`config.mk`:
```
export PLATFORM = sky130hd
export DESIGN_NAME = udma_qspi_slave_flat
export DESIGN_NICKNAME = d
export VERILOG_FILES = /design/src/rtl/udma_qspi_slave_if.sv /design/src/rtl/udma_qspi_slave.sv /design/src/flat_wrapper.sv
export SDC_FILE = /design/constraint.sdc
export NUM_CORES = 1
export LEC_CHECK = 0
export CAP_MARGIN = 20
export CORE_MARGIN = 2
export CORE_UTILIZATION = 35
export CTS_CLUSTER_SIZE = 30
export DETAILED_ROUTE_END_ITERATION = 7
export DONT_BUFFER_PORTS = 1
export PLACE_DENSITY_LB_ADDON = 0.15
export SLEW_MARGIN = 40
export SYNTH_ARGS = -nofsm -noshare
export SYNTH_HDL_FRONTEND = slang
export SYNTH_SLANG_ARGS = --single-unit
```
`constraint.sdc`:
```
create_clock -name sys_clk_i -period 2.7 [get_ports sys_clk_i]
set_input_delay 0.675 -clock sys_clk_i [delete_from_list [all_inputs] [get_ports sys_clk_i]]
set_output_delay 0.675 -clock sys_clk_i [all_outputs]
set_load 0.01 [all_outputs]
```
`src/rtl/udma_qspi_slave_if.sv`:
```
// Byte stream bundle between the QSPI target and the uDMA side.
//   rx_data/rx_valid/rx_ready : bytes received from the SPI master
//   tx_data/tx_valid/tx_ready : bytes to be sent back to the SPI master
// slave modport is the QSPI target, master modport is the uDMA side.
`timescale 1ns/1ps
interface udma_qspi_slave_if;
  logic [7:0] rx_data;
  logic       rx_valid;
  logic       rx_ready;
  logic [7:0] tx_data;
  logic       tx_valid;
  logic       tx_ready;

  modport slave  (output rx_data, rx_valid, tx_ready,
                  input  rx_ready, tx_data, tx_valid);
  modport master (input  rx_data, rx_valid, tx_ready,
                  output rx_ready, tx_data, tx_valid);
endinterface

```
`src/rtl/udma_qspi_slave.sv`:
```
// Quad-SPI target (mode 0 only), oversampled in the sys_clk_i domain.
// Decodes a one-byte command, then streams write data to strm.rx_* or
// shifts strm.tx_* bytes out on SDO1 (single) or SDO3..0 (quad).
// Ports:
//   sys_clk_i, rstn_i          clock, async active-low reset
//   spi_sck_i, spi_csn_i       SPI clock / chip select from pads
//   spi_sdi*_i, spi_sdo*_o     data lines in / out
//   spi_oen*_o                 pad output enable, active-low
//   strm                       rx/tx byte streams (slave modport)
//   cmd_o, byte_cnt_o          last command, data bytes in transaction
//   busy_o, eot_o              CS asserted, end-of-transaction pulse
//   overrun_o, underrun_o      sticky errors, cleared by clr_i
//
// state  | meaning
// IDLE   | CS high, pads tri-stated
// CMD    | shifting in the command byte on SDI0
// WR1    | receiving bytes on SDI0
// WR4    | receiving nibbles on SDI3..0
// RD1    | sending bytes on SDO1
// RD4    | sending nibbles on SDO3..0
// IGNORE | unknown command, wait for CS high
`timescale 1ns/1ps
module udma_qspi_slave #(
  parameter int SCK_RATIO = 8
) (
  input  logic        sys_clk_i,
  input  logic        rstn_i,
  input  logic        spi_sck_i,
  input  logic        spi_csn_i,
  input  logic        spi_sdi0_i,
  input  logic        spi_sdi1_i,
  input  logic        spi_sdi2_i,
  input  logic        spi_sdi3_i,
  output logic        spi_sdo0_o,
  output logic        spi_sdo1_o,
  output logic        spi_sdo2_o,
  output logic        spi_sdo3_o,
  output logic        spi_oen0_o,
  output logic        spi_oen1_o,
  output logic        spi_oen2_o,
  output logic        spi_oen3_o,
  output logic [7:0]  cmd_o,
  output logic [15:0] byte_cnt_o,
  output logic        busy_o,
  output logic        eot_o,
  output logic        overrun_o,
  output logic        underrun_o,
  input  logic        clr_i,
  udma_qspi_slave_if.slave strm
);

  if (SCK_RATIO < 4) begin : g_ratio_chk
    $error("SCK_RATIO too small for the pin oversampling latency");
  end

  typedef enum logic [2:0] {IDLE, CMD, WR1, WR4, RD1, RD4, IGNORE} state_e;

  state_e          state_q, state_d;
  logic [2:0]      sck_sync_q, sck_sync_d, csn_sync_q, csn_sync_d;
  logic [2:0][3:0] sdi_sync_q, sdi_sync_d;
  logic            sck_rise_q, sck_rise_d, sck_fall_q, sck_fall_d;
  logic            csn_rise_q, csn_rise_d, csn_fall_q, csn_fall_d;
  logic [2:0]      bit_cnt_q, bit_cnt_d;
  logic [7:0]      shift_q, shift_d, tx_shift_q, tx_shift_d;
  logic [7:0]      rx_data_q, rx_data_d, cmd_q, cmd_d;
  logic            rx_valid_q, rx_valid_d, tx_ready_q, tx_ready_d, eot_q, eot_d;
  logic            overrun_q, overrun_d, underrun_q, underrun_d;
  logic [15:0]     byte_cnt_q, byte_cnt_d;
  logic [3:0]      sdo_q, sdo_d, oen_q, oen_d;

  logic [3:0] sdi;
  logic [7:0] in_byte;
  logic       wr_done, rd_done;

  // Data lines are taken from the same pipeline stage as the edge pulses.
  assign sdi = sdi_sync_q[2];

  always_comb begin
    sck_sync_d = {sck_sync_q[1:0], spi_sck_i};
    csn_sync_d = {csn_sync_q[1:0], spi_csn_i};
    sdi_sync_d = {sdi_sync_q[1:0], {spi_sdi3_i, spi_sdi2_i, spi_sdi1_i, spi_sdi0_i}};
    sck_rise_d = sck_sync_q[1] & ~sck_sync_q[2];
    sck_fall_d = ~sck_sync_q[1] & sck_sync_q[2];
    csn_rise_d = csn_sync_q[1] & ~csn_sync_q[2];
    csn_fall_d = ~csn_sync_q[1] & csn_sync_q[2];

    state_d    = state_q;
    bit_cnt_d  = bit_cnt_q;
    shift_d    = shift_q;
    tx_shift_d = tx_shift_q;
    rx_data_d  = rx_data_q;
    rx_valid_d = rx_valid_q;
    cmd_d      = cmd_q;
    byte_cnt_d = byte_cnt_q;
    sdo_d      = sdo_q;
    oen_d      = oen_q;
    overrun_d  = overrun_q;
    underrun_d = underrun_q;
    tx_ready_d = 1'b0;
    eot_d      = 1'b0;
    wr_done    = 1'b0;
    rd_done    = 1'b0;
    in_byte    = {shift_q[6:0], sdi[0]};

    if (rx_valid_q && strm.rx_ready) rx_valid_d = 1'b0;
    if (clr_i) begin
      overrun_d  = 1'b0;
      underrun_d = 1'b0;
    end

    // tx_ready was high during this cycle: take the next byte (or 0x00).
    if (tx_ready_q && (state_q == RD1 || state_q == RD4)) begin
      if (strm.tx_valid) begin
        tx_shift_d = strm.tx_data;
      end else begin
        tx_shift_d = 8'h00;
        underrun_d = 1'b1;
      end
    end

    if (csn_rise_q && state_q != IDLE) begin
      state_d   = IDLE;
      bit_cnt_d = '0;
      oen_d     = 4'hF;
      sdo_d     = 4'h0;
      eot_d     = 1'b1;
    end else if (csn_fall_q) begin
      state_d    = CMD;
      bit_cnt_d  = '0;
      byte_cnt_d = '0;
    end else begin
      case (state_q)
        CMD: if (sck_rise_q) begin
          shift_d   = in_byte;
          bit_cnt_d = bit_cnt_q + 3'd1;
          if (bit_cnt_q == 3'd7) begin
            cmd_d = in_byte;
            case (in_byte)
              8'h02: state_d = WR1;
              8'h32: state_d = WR4;
              8'h03: begin
                state_d    = RD1;
                oen_d      = 4'b1101;
                tx_ready_d = 1'b1;
              end
              8'h6B: begin
                state_d    = RD4;
                oen_d      = 4'b0000;
                tx_ready_d = 1'b1;
              end
              default: state_d = IGNORE;
            endcase
          end
        end
        WR1: if (sck_rise_q) begin
          shift_d   = in_byte;
          bit_cnt_d = bit_cnt_q + 3'd1;
          wr_done   = (bit_cnt_q == 3'd7);
        end
        WR4: if (sck_rise_q) begin
          in_byte   = {shift_q[3:0], sdi};
          shift_d   = in_byte;
          bit_cnt_d = (bit_cnt_q == 3'd1) ? 3'd0 : bit_cnt_q + 3'd1;
          wr_done   = (bit_cnt_q == 3'd1);
        end
        RD1: begin
          if (sck_fall_q) begin
            sdo_d      = {2'b00, tx_shift_q[7], 1'b0};
            tx_shift_d = {tx_shift_q[6:0], 1'b0};
          end
          if (sck_rise_q) begin
            bit_cnt_d = bit_cnt_q + 3'd1;
            rd_done   = (bit_cnt_q == 3'd7);
          end
        end
        RD4: begin
          if (sck_fall_q) begin
            sdo_d      = tx_shift_q[7:4];
            tx_shift_d = {tx_shift_q[3:0], 4'h0};
          end
          if (sck_rise_q) begin
            bit_cnt_d = (bit_cnt_q == 3'd1) ? 3'd0 : bit_cnt_q + 3'd1;
            rd_done   = (bit_cnt_q == 3'd1);
          end
        end
        default: ;
      endcase
    end

    if (wr_done) begin
      if (!rx_valid_q) begin
        rx_data_d  = in_byte;
        rx_valid_d = 1'b1;
        if (byte_cnt_q != 16'hFFFF) byte_cnt_d = byte_cnt_q + 16'd1;
      end else begin
        overrun_d = 1'b1;
      end
    end
    if (rd_done) begin
      tx_ready_d = 1'b1;
      if (byte_cnt_q != 16'hFFFF) byte_cnt_d = byte_cnt_q + 16'd1;
    end
  end

  always_ff @(posedge sys_clk_i or negedge rstn_i) begin
    if (!rstn_i) begin
      state_q    <= IDLE;
      sck_sync_q <= 3'b000;
      csn_sync_q <= 3'b111;
      sdi_sync_q <= '0;
      sck_rise_q <= 1'b0;
      sck_fall_q <= 1'b0;
      csn_rise_q <= 1'b0;
      csn_fall_q <= 1'b0;
      bit_cnt_q  <= '0;
      shift_q    <= '0;
      tx_shift_q <= '0;
      rx_data_q  <= '0;
      rx_valid_q <= 1'b0;
      tx_ready_q <= 1'b0;
      eot_q      <= 1'b0;
      cmd_q      <= '0;
      byte_cnt_q <= '0;
      sdo_q      <= 4'h0;
      oen_q      <= 4'hF;
      overrun_q  <= 1'b0;
      underrun_q <= 1'b0;
    end else begin
      state_q    <= state_d;
      sck_sync_q <= sck_sync_d;
      csn_sync_q <= csn_sync_d;
      sdi_sync_q <= sdi_sync_d;
      sck_rise_q <= sck_rise_d;
      sck_fall_q <= sck_fall_d;
      csn_rise_q <= csn_rise_d;
      csn_fall_q <= csn_fall_d;
      bit_cnt_q  <= bit_cnt_d;
      shift_q    <= shift_d;
      tx_shift_q <= tx_shift_d;
      rx_data_q  <= rx_data_d;
      rx_valid_q <= rx_valid_d;
      tx_ready_q <= tx_ready_d;
      eot_q      <= eot_d;
      cmd_q      <= cmd_d;
      byte_cnt_q <= byte_cnt_d;
      sdo_q      <= sdo_d;
      oen_q      <= oen_d;
      overrun_q  <= overrun_d;
      underrun_q <= underrun_d;
    end
  end

  assign {spi_sdo3_o, spi_sdo2_o, spi_sdo1_o, spi_sdo0_o} = sdo_q;
  assign {spi_oen3_o, spi_oen2_o, spi_oen1_o, spi_oen0_o} = oen_q;
  assign strm.rx_data  = rx_data_q;
  assign strm.rx_valid = rx_valid_q;
  assign strm.tx_ready = tx_ready_q;
  assign cmd_o         = cmd_q;
  assign byte_cnt_o    = byte_cnt_q;
  assign busy_o        = ~csn_sync_q[1];
  assign eot_o         = eot_q;
  assign overrun_o     = overrun_q;
  assign underrun_o    = underrun_q;

endmodule

```
`src/flat_wrapper.sv`:
```
// flat-port wrapper written by rule: the top's interface ports become plain ports
module udma_qspi_slave_flat 
#(
  parameter int SCK_RATIO = 8
)
  (sys_clk_i, rstn_i, spi_sck_i, spi_csn_i, spi_sdi0_i, spi_sdi1_i, spi_sdi2_i, spi_sdi3_i, spi_sdo0_o, spi_sdo1_o, spi_sdo2_o, spi_sdo3_o, spi_oen0_o, spi_oen1_o, spi_oen2_o, spi_oen3_o, cmd_o, byte_cnt_o, busy_o, eot_o, overrun_o, underrun_o, clr_i, strm_rx_data, strm_rx_valid, strm_tx_ready, strm_rx_ready, strm_tx_data, strm_tx_valid);
  udma_qspi_slave_if strm_i ();
  input  logic sys_clk_i;
  input  logic rstn_i;
  input  logic spi_sck_i;
  input  logic spi_csn_i;
  input  logic spi_sdi0_i;
  input  logic spi_sdi1_i;
  input  logic spi_sdi2_i;
  input  logic spi_sdi3_i;
  output logic spi_sdo0_o;
  output logic spi_sdo1_o;
  output logic spi_sdo2_o;
  output logic spi_sdo3_o;
  output logic spi_oen0_o;
  output logic spi_oen1_o;
  output logic spi_oen2_o;
  output logic spi_oen3_o;
  output logic [7:0] cmd_o;
  output logic [15:0] byte_cnt_o;
  output logic busy_o;
  output logic eot_o;
  output logic overrun_o;
  output logic underrun_o;
  input  logic clr_i;
  output wire logic [$bits(strm_i.rx_data)-1:0] strm_rx_data;
  output wire logic [$bits(strm_i.rx_valid)-1:0] strm_rx_valid;
  output wire logic [$bits(strm_i.tx_ready)-1:0] strm_tx_ready;
  input wire logic [$bits(strm_i.rx_ready)-1:0] strm_rx_ready;
  input wire logic [$bits(strm_i.tx_data)-1:0] strm_tx_data;
  input wire logic [$bits(strm_i.tx_valid)-1:0] strm_tx_valid;
  assign strm_rx_data = strm_i.rx_data;
  assign strm_rx_valid = strm_i.rx_valid;
  assign strm_tx_ready = strm_i.tx_ready;
  assign strm_i.rx_ready = strm_rx_ready;
  assign strm_i.tx_data = strm_tx_data;
  assign strm_i.tx_valid = strm_tx_valid;
  udma_qspi_slave #(.SCK_RATIO(SCK_RATIO)) u_core (.sys_clk_i(sys_clk_i), .rstn_i(rstn_i), .spi_sck_i(spi_sck_i), .spi_csn_i(spi_csn_i), .spi_sdi0_i(spi_sdi0_i), .spi_sdi1_i(spi_sdi1_i), .spi_sdi2_i(spi_sdi2_i), .spi_sdi3_i(spi_sdi3_i), .spi_sdo0_o(spi_sdo0_o), .spi_sdo1_o(spi_sdo1_o), .spi_sdo2_o(spi_sdo2_o), .spi_sdo3_o(spi_sdo3_o), .spi_oen0_o(spi_oen0_o), .spi_oen1_o(spi_oen1_o), .spi_oen2_o(spi_oen2_o), .spi_oen3_o(spi_oen3_o), .cmd_o(cmd_o), .byte_cnt_o(byte_cnt_o), .busy_o(busy_o), .eot_o(eot_o), .overrun_o(overrun_o), .underrun_o(underrun_o), .clr_i(clr_i), .strm(strm_i));
endmodule
```
==> impl_metrics.json, run 1 <==
{
  "result_of_the_run": "finished, final reports clean",
  "layout.area.seq_sq_mm": 0.00216,
  "timing_max_transition_violations_final": 0,
  "peak_ir_drop_on_the_vdd_network_uv": 301,
  "final.setup_skew_ps": 7.16,
  "gp_routability_congestion": 0.769,
  "netSwitchingPower_uw": 758,
  "fillcell_total": 1056,
  "p_comb_frac": 0.069,
  "powerDensity_mw_per_mm2": 696,
  "synth_simple_gate_area_share": 0.166,
  "multi_input_comb_area_sq_mm": 0.00165,
  "clock-sinks": 86,
  "drv.max_cap_violation_count": 0,
  "slowest_cell_on_the_critical_path": "sky130_fd_sc_hd__dfrtp_1",
  "antenna-diode-count": 0,
  "critPathMaxStageDelay_ps": 570,
  "synth_fp_nets": 383,
  "holdCritPathClass": "in -> async",
  "top_cell_type_by_total_area_after_synthesis": "sky130_fd_sc_hd__dfrtp_1",
  "viasPerCell": 5.28,
  "finalNonFillerCells": 503,
  "postSynthCellCount": 360,
  "syn_area_sq_mm": 0.00394,
  "avgRoutedWirePerCell_um": 16.7,
  "max_slew_headroom": 0.595,
  "finalCriticalPeriod_ps": 2230,
  "placed_cells": 486,
  "cts.reportedPaths.clkPinSlew_ps": 60,
  "crit_fanout": 12,
  "fp.dieW_um": 110,
  "cts_buffer_depth": 2,
  "grt_setup_unrepaired": "false",
  "dieHeight_um": 110,
  "grt_util_all_layers": 0.149,
  "worst_slew_pin_slew_ps": 605,
  "setup-violations-final": 0,
  "std_cell_rows": 38,
  "async_reset_ff_frac": 1.00,
  "global_route.overflow_total": 0,
  "number_of_antenna_violations_at_the_first_check_in_global_routing": 0,
  "total_of_flip_flops_plus_latches_after_synthesis": 86,
  "timing.final.hold_violations": 0,
  "synth_flop_cell": "sky130_fd_sc_hd__dfrtp_1",
  "clk-insertion-delay-late_ps": 350,
  "path_buf_inv": 0,
  "critPathCaptureType": "flop",
  "post_cts.resized_instances": 0,
  "synth_area_per_cell_sq_um": 10.9,
  "drc_markers": 0,
  "start_kind": "flop",
  "dr_total_vias": 2654,
  "cts_hold_buf": 0,
  "vias_in_the_first_global_route": 2559,
  "worstPathRequired_ps": 2930,
  "final_layout_size_suffix_gt1_frac": 0.146,
  "share_clk_of_total_power": 0.433,
  "dp.final_hpwl_um": 5740,
  "initial_utilization": 0.360,
  "port-buffer-count": 0,
  "cts_buf_count": 9,
  "timing.critical_path.arrival_ps": 2460,
  "synth_edf_count": 0,
  "ctsRootBufferMaster": "sky130_fd_sc_hd__clkbuf_16",
  "finalCritPeriodShare": 0.827,
  "floorplan.die_area_sq_mm": 0.0121,
  "nNetsFinal": 381,
  "synth.yosys.warnings": 0,
  "iteration_count_of_the_initial_detailed_routing_pass": 4,
  "power_internal_uw": 2270,
  "power.leakage_uw": 0.00197,
  "p_sw_frac": 0.250,
  "synth.mux.area_fraction": 0.0857,
  "yosys.cell_types.count": 56,
  "core_area_sq_mm": 0.0109,
  "top_cells_by_area_in_the_synthesized_netlist": "sky130_fd_sc_hd__dfrtp_1 51%, sky130_fd_sc_hd__mux2i_1 4.6%, sky130_fd_sc_hd__a21oi_1 4.4%",
  "crit_family": "compound AO/OA/AOI/OAI gates",
  "pwr-share-seq": 0.498,
  "dr.first_iter.drc_count": 127,
  "floorplan.io_pins": 65,
  "fmaxAchievable_ghz": 0.448,
  "seq_area_frac_synth": 0.548,
  "timing.setup.tns_ps": 0,
  "critical_path_class": "reg -> reg",
  "synth.top_cell.area_share": 0.514,
  "grt_start_max_net_pins": 87,
  "flow.area_growth_from_synthesis_pct": 10.5,
  "combinational_family_with_the_most_area_after_synthesis": "simple AND/OR/NAND/NOR gates",
  "crit_path_cell_trace": "and2b_1 -> o221ai_4 -> o21a_1 -> a221o_1",
  "timing.hold.ws_ps": 25.5,
  "postCtsSetupRepairBufs": 0,
  "htree_levels": 3,
  "cts_tree": "built",
  "route.final.wire_length_um": 8380,
  "synth-compound-area-share": 0.139,
  "detail-route-antenna-nets": 0,
  "post_synth_xor_area_fraction": 0.0156,
  "synthAdderAreaFrac": 0.0127,
  "grt_first_pass_wirelength_um": 13600
}
==> stage by stage <==
stage / utilization / power (uW) / cell area, sq um / worst slack [ps]
global placement: 0.369 / 1730 / 4030 / 545
CTS: 0.397 / 3070 / 4350 / 461
floorplan: - / 1700 / 3940 / 799
global route: 0.398 / 3180 / 4360 / 270
finish: 0.398 / 3030 / 4360 / 467
detailed placement: 0.369 / 1740 / 4030 / 476
==> sequential cells by signal (all words and copies together), names as in the netlist <==
signal	flops
u_core.strm.rx_valid	1
u_core.shift_q	7
u_core.sdi	4
u_core.sck_fall_q	1
u_core.strm.rx_data	8
u_core.csn_fall_q	1
u_core.csn_sync_q	3
u_core.bit_cnt_q	3
u_core.strm.tx_ready	1
u_core.overrun_o	1
u_core.csn_rise_q	1
u_core.eot_o	1
u_core.sdo_q	4
u_core.sck_rise_q	1
u_core.tx_shift_q	8
u_core.cmd_o	8
u_core.byte_cnt_o	16
u_core.sck_sync_q	3
u_core.sdi_sync_d	8
u_core.state_q	3
u_core.underrun_o	1
u_core.oen_q	2
==> logic make-up after synthesis <==
kind of cell	Yosys count
adders and majority gates	4
and+or+nand+nor	119
DFF	86
xor gates and xnor gates	7
muxes	32
buffers and inverters	25
AOI/OAI and AO/OA	87
==> layout make-up <==
type / instances / share of cell area
Timing Repair Buffer: 2 / 0.00402
Inverter: 10 / 0.00862
Clock buffer: 10 / 0.0526
Clock inverter: 6 / 0.0198
Tap cell: 140 / 0.0402
Sequential cell: 86 / 0.496
Multi-Input combinational cell: 249 / 0.379
==> per-layer routing <==
metal / GRT usage / part of all wire
met2: 0.215 / 0.44
met3: 0.0617 / 0.067
met1: 0.199 / 0.48
met5: 0 / 0
met4: 0.0616 / 0.016
==> worst register-to-register path, stage by stage (launching register included) <==
cell	delay (ps)
sky130_fd_sc_hd__dfrtp_1	570
sky130_fd_sc_hd__and2b_1	470
sky130_fd_sc_hd__o221ai_4	270
sky130_fd_sc_hd__o21a_1	410
sky130_fd_sc_hd__a221o_1	400
==> final timing paths <==
check	start	to	slack, ps	cells past startpoint
hold reg to reg	u_core.sdi_sync_d[7]$_DFF_PN0_	u_core.sdi_sync_d[11]$_DFF_PN0_	350	0
setup / recovery	u_core.state_q[2]$_DFFE_PN0P_	u_core.byte_cnt_o[9]$_DFF_PN0_	470	4
setup reg to reg	u_core.state_q[2]$_DFFE_PN0P_	u_core.byte_cnt_o[9]$_DFF_PN0_	470	4
hold / removal	rstn_i	u_core.strm.rx_data[4]$_DFFE_PN0P_	30	0
max in group asynchronous	rstn_i	u_core.shift_q[3]$_DFFE_PN0P_	1830	1
min in group sys_clk_i	spi_csn_i	u_core.csn_sync_q[0]$_DFF_PN1_	320	0
==> cells in the mapped netlist, types with 3 or more instances <==
cell and n:
sky130_fd_sc_hd__dfrtp_1 81, sky130_fd_sc_hd__a21oi_1 35, sky130_fd_sc_hd__nand2_1 34, sky130_fd_sc_hd__nor2_1 30, sky130_fd_sc_hd__mux2i_1 18, sky130_fd_sc_hd__o21ai_0 15
sky130_fd_sc_hd__mux2_2 14, sky130_fd_sc_hd__o21ai_1 11, sky130_fd_sc_hd__inv_1 10, sky130_fd_sc_hd__and3_1 9, sky130_fd_sc_hd__nand3_1 9, sky130_fd_sc_hd__nand4_1 6
sky130_fd_sc_hd__buf_2 5, sky130_fd_sc_hd__dfstp_2 5, sky130_fd_sc_hd__nor2b_1 5, sky130_fd_sc_hd__a31oi_1 4, sky130_fd_sc_hd__buf_4 4, sky130_fd_sc_hd__clkbuf_1 4
sky130_fd_sc_hd__ha_1 4, sky130_fd_sc_hd__or3_1 4, sky130_fd_sc_hd__xnor2_1 4, sky130_fd_sc_hd__a22o_1 3, sky130_fd_sc_hd__nor3_1 3, sky130_fd_sc_hd__xor2_1 3
==> power by group through the flow <==
stage	Combinational [uW]	Sequential, uW	Clock (uW)
6_report	209	1510	1310
5_1_grt	238	1530	1410
4_1_cts	208	1510	1350
3_5_place_dp	207	1530	0
3_3_place_gp	203	1530	0
2_1_floorplan	264	1430	0
==> cells in the final DEF (no fill, tap or decap), types with 3 or more instances in the layout <==
cell                        count
sky130_fd_sc_hd__dfrtp_1       81
sky130_fd_sc_hd__a21oi_1       35
sky130_fd_sc_hd__nand2_1       34
sky130_fd_sc_hd__nor2_1        30
sky130_fd_sc_hd__mux2i_1       18
sky130_fd_sc_hd__o21ai_0       15
sky130_fd_sc_hd__mux2_2        14
sky130_fd_sc_hd__o21ai_1       11
sky130_fd_sc_hd__inv_1         10
sky130_fd_sc_hd__and3_1         9
sky130_fd_sc_hd__nand3_1        9
sky130_fd_sc_hd__clkbuf_16      9
sky130_fd_sc_hd__nand4_1        6
sky130_fd_sc_hd__nor2b_1        5
sky130_fd_sc_hd__dfstp_2        5
sky130_fd_sc_hd__or3_1          4
sky130_fd_sc_hd__xnor2_1        4
sky130_fd_sc_hd__a31oi_1        4
sky130_fd_sc_hd__ha_1           4
sky130_fd_sc_hd__xor2_1         3
sky130_fd_sc_hd__nor3_1         3
sky130_fd_sc_hd__a22o_1         3
Power figures use the tool's default switching activity.
==> run 2: changes to the inputs <==
==> constraint.sdc (replaced) <==
create_clock -name sys_clk_i -period 2.1 [get_ports sys_clk_i]
set_input_delay 0.525 -clock sys_clk_i [delete_from_list [all_inputs] [get_ports sys_clk_i]]
set_output_delay 0.525 -clock sys_clk_i [all_outputs]
set_load 0.01 [all_outputs]
==> run 2 against run 1 <==
Routed wire length is 1.5% higher. Setup slack got worse by 320 ps. Sequential cell count did not move. Register-to-register slack got worse by 320 ps. Hold slack lost 150 ps. Clock skew decreased by 2.5 ps. Utilization increased by 1.5 points. Final area increased by 3.7%. The flow now finishes with violations (hold timing).
==> impl_metrics.json, run 2 (same netlist as run 1, synthesis figures left out) <==
{
  "timing.critical_path.arrival_ps": 2210,
  "dpl_cell_area_sq_mm": 0.00420,
  "worst_r2r_path_depth": 8,
  "worstPathRequired_ps": 2360,
  "clock-sinks": 86,
  "start_kind": "flop",
  "fp.dieW_um": 110,
  "final_common_cell": "sky130_fd_sc_hd__dfrtp_1",
  "endpoint": "u_core.byte_cnt_o[4]$_DFF_PN0_",
  "cts_buffer_depth": 2,
  "cts.reportedPaths.clkPinSlew_ps": 60,
  "iteration_count_of_the_initial_detailed_routing_pass": 4,
  "drv.max_cap_violation_count": 0,
  "critical_path_class": "reg -> reg",
  "setup-violations-final": 0,
  "met3_use_gr": 0.0541,
  "timing.hold.ws_ps": -123,
  "ctsRootBufferMaster": "sky130_fd_sc_hd__clkbuf_16",
  "worst_slew_pin_slew_ps": 413,
  "placed_cells": 508,
  "r2r_end": "u_core.byte_cnt_o[4]$_DFF_PN0_",
  "grt_start_max_net_pins": 87,
  "dp.final_hpwl_um": 5980,
  "share_clk_of_total_power": 0.428,
  "grt.met2_usage": 0.234,
  "antenna-diode-count": 0,
  "dr_total_vias": 2679,
  "finalCritPeriodShare": 0.931,
  "initial_utilization": 0.360,
  "layout_common_cells": "81 x sky130_fd_sc_hd__dfrtp_1, 35 x sky130_fd_sc_hd__a21oi_1, 34 x sky130_fd_sc_hd__nand2_1",
  "max_slew_headroom": 0.724,
  "finalCriticalPeriod_ps": 1950,
  "std_cell_rows": 38,
  "grt_setup_unrepaired": "false",
  "port-buffer-count": 0,
  "gp_routability_congestion": 0.799,
  "worstReg2RegStart": "u_core.bit_cnt_q[0]$_DFFE_PN0P_",
  "met1_usage": 0.209,
  "global_route.overflow_total": 0,
  "htree_levels": 3,
  "drc_markers": 0,
  "flow.area_growth_from_synthesis_pct": 14.7,
  "r2r_setup_slk_ps": 150,
  "timing.setup.tns_ps": 0,
  "route.final.wire_length_um": 8510,
  "fmaxAchievable_ghz": 0.512,
  "largest_register_ffs": 16,
  "netSwitchingPower_uw": 948,
  "fin_ws_ps": 145,
  "clk-insertion-delay-late_ps": 340,
  "cts_tree": "built",
  "pwr-share-seq": 0.490,
  "dieHeight_um": 110,
  "dp_worst_setup_slack_ps": 112,
  "busiest_layer": "met2",
  "postCtsSetupRepairBufs": 0,
  "grt_first_pass_wirelength_um": 14200,
  "core_area_sq_mm": 0.0109,
  "final_util": 0.413,
  "viasPerCell": 5.11,
  "floorplan.die_area_sq_mm": 0.0121,
  "powerDensity_mw_per_mm2": 863,
  "grt_util_all_layers": 0.156,
  "vias_in_the_first_global_route": 2684,
  "final.setup_skew_ps": 4.65,
  "floorplan.io_pins": 65,
  "avgRoutedWirePerCell_um": 16.2,
  "nNetsFinal": 402,
  "number_of_antenna_violations_at_the_first_check_in_global_routing": 0,
  "detail-route-antenna-nets": 0,
  "p_sw_frac": 0.243,
  "critPathCaptureType": "flop",
  "timing_max_transition_violations_final": 0,
  "timing.final.hold_violations": 81,
  "postLayoutCellArea_sq_mm": 0.00452,
  "power.leakage_uw": 0.00208,
  "p_comb_frac": 0.082,
  "holdCritPathClass": "in -> async",
  "dr.first_iter.drc_count": 140,
  "final_layout_size_suffix_gt1_frac": 0.201,
  "cts_buf_count": 9,
  "result_of_the_run": "complete, but fails checks",
  "finalNonFillerCells": 524,
  "power_internal_uw": 2950,
  "violations_in_the_final_reports": "hold timing",
  "crit_path_start": "u_core.bit_cnt_q[0]$_DFFE_PN0P_",
  "peak_ir_drop_on_the_vdd_network_uv": 499,
  "fillcell_total": 1088,
  "crit_fanout": 6
}
## run 2: area by class of cell
class / count / area [sq um] / area share
repair buffers: 23 / 173 / 0.0382
well taps: 140 / 175 / 0.0388
clock inverters: 3 / 40.0 / 0.00886
multi-input cells: 249 / 1650 / 0.366
clock buffers: 13 / 280 / 0.0620
inverters: 10 / 37.5 / 0.00831
flip-flops and latches: 86 / 2160 / 0.478
## run 2: power groups by stage
| stage | registers (uW) | logic (uW) | clock network [uW] |
|---|---|---|---|
| after global routing | 1940 | 368 | 1810 |
| after global placement | 1940 | 320 | 0 |
| final | 1910 | 319 | 1670 |
| after detailed placement | 1950 | 321 | 0 |
| after floorplan | 1840 | 339 | 0 |
| after CTS | 1910 | 325 | 1730 |
## run 2: how the worst min path moves through the flow
stage	startpoint	to	slack, ps	cells past startpoint
2_1_floorplan	rstn_i	u_core.bit_cnt_q[0]$_DFFE_PN0P_	230	0
3_3_place_gp	rstn_i	u_core.strm.rx_data[3]$_DFFE_PN0P_	230	0
3_5_place_dp	rstn_i	u_core.strm.rx_data[3]$_DFFE_PN0P_	230	0
4_1_cts	rstn_i	u_core.strm.rx_data[0]$_DFFE_PN0P_	-140	0
5_1_grt	rstn_i	u_core.state_q[2]$_DFFE_PN0P_	-140	0
6_report	rstn_i	u_core.strm.rx_data[0]$_DFFE_PN0P_	-120	0
## run 2: what timing repair did
item / CTS / global route
hold endpoints to repair: 81 / 81
resized for setup: 0 / 1
endpoints found under the setup margin: 0 / 5
## run 2: through the flow
step,hold slack (ps),total power (uW)
after floorplan,229,2180
after global placement,232,2260
after detailed placement,232,2270
after CTS,-140,3970
after global routing,-143,4120
final,-123,3900
## run 2: layer usage
| layer | vias to the layer above | routed length [um] |
|---|---|---|
| li1 | 1308 | - |
| met1 | 1302 | 4150 |
| met2 | 61 | 3750 |
| met3 | 8 | 473 |
| met4 | 0 | 129 |
| met5 | - | 0 |
## run 2: critical path, cell delays in order, from the launching register on
cell                       delay [ps]
sky130_fd_sc_hd__dfrtp_1          410
sky130_fd_sc_hd__ha_1             220
sky130_fd_sc_hd__ha_1             220
sky130_fd_sc_hd__nor2b_2          190
sky130_fd_sc_hd__o221ai_4         270
sky130_fd_sc_hd__o21a_1           220
sky130_fd_sc_hd__buf_4            150
sky130_fd_sc_hd__a21oi_1           40
sky130_fd_sc_hd__o21ai_0          150
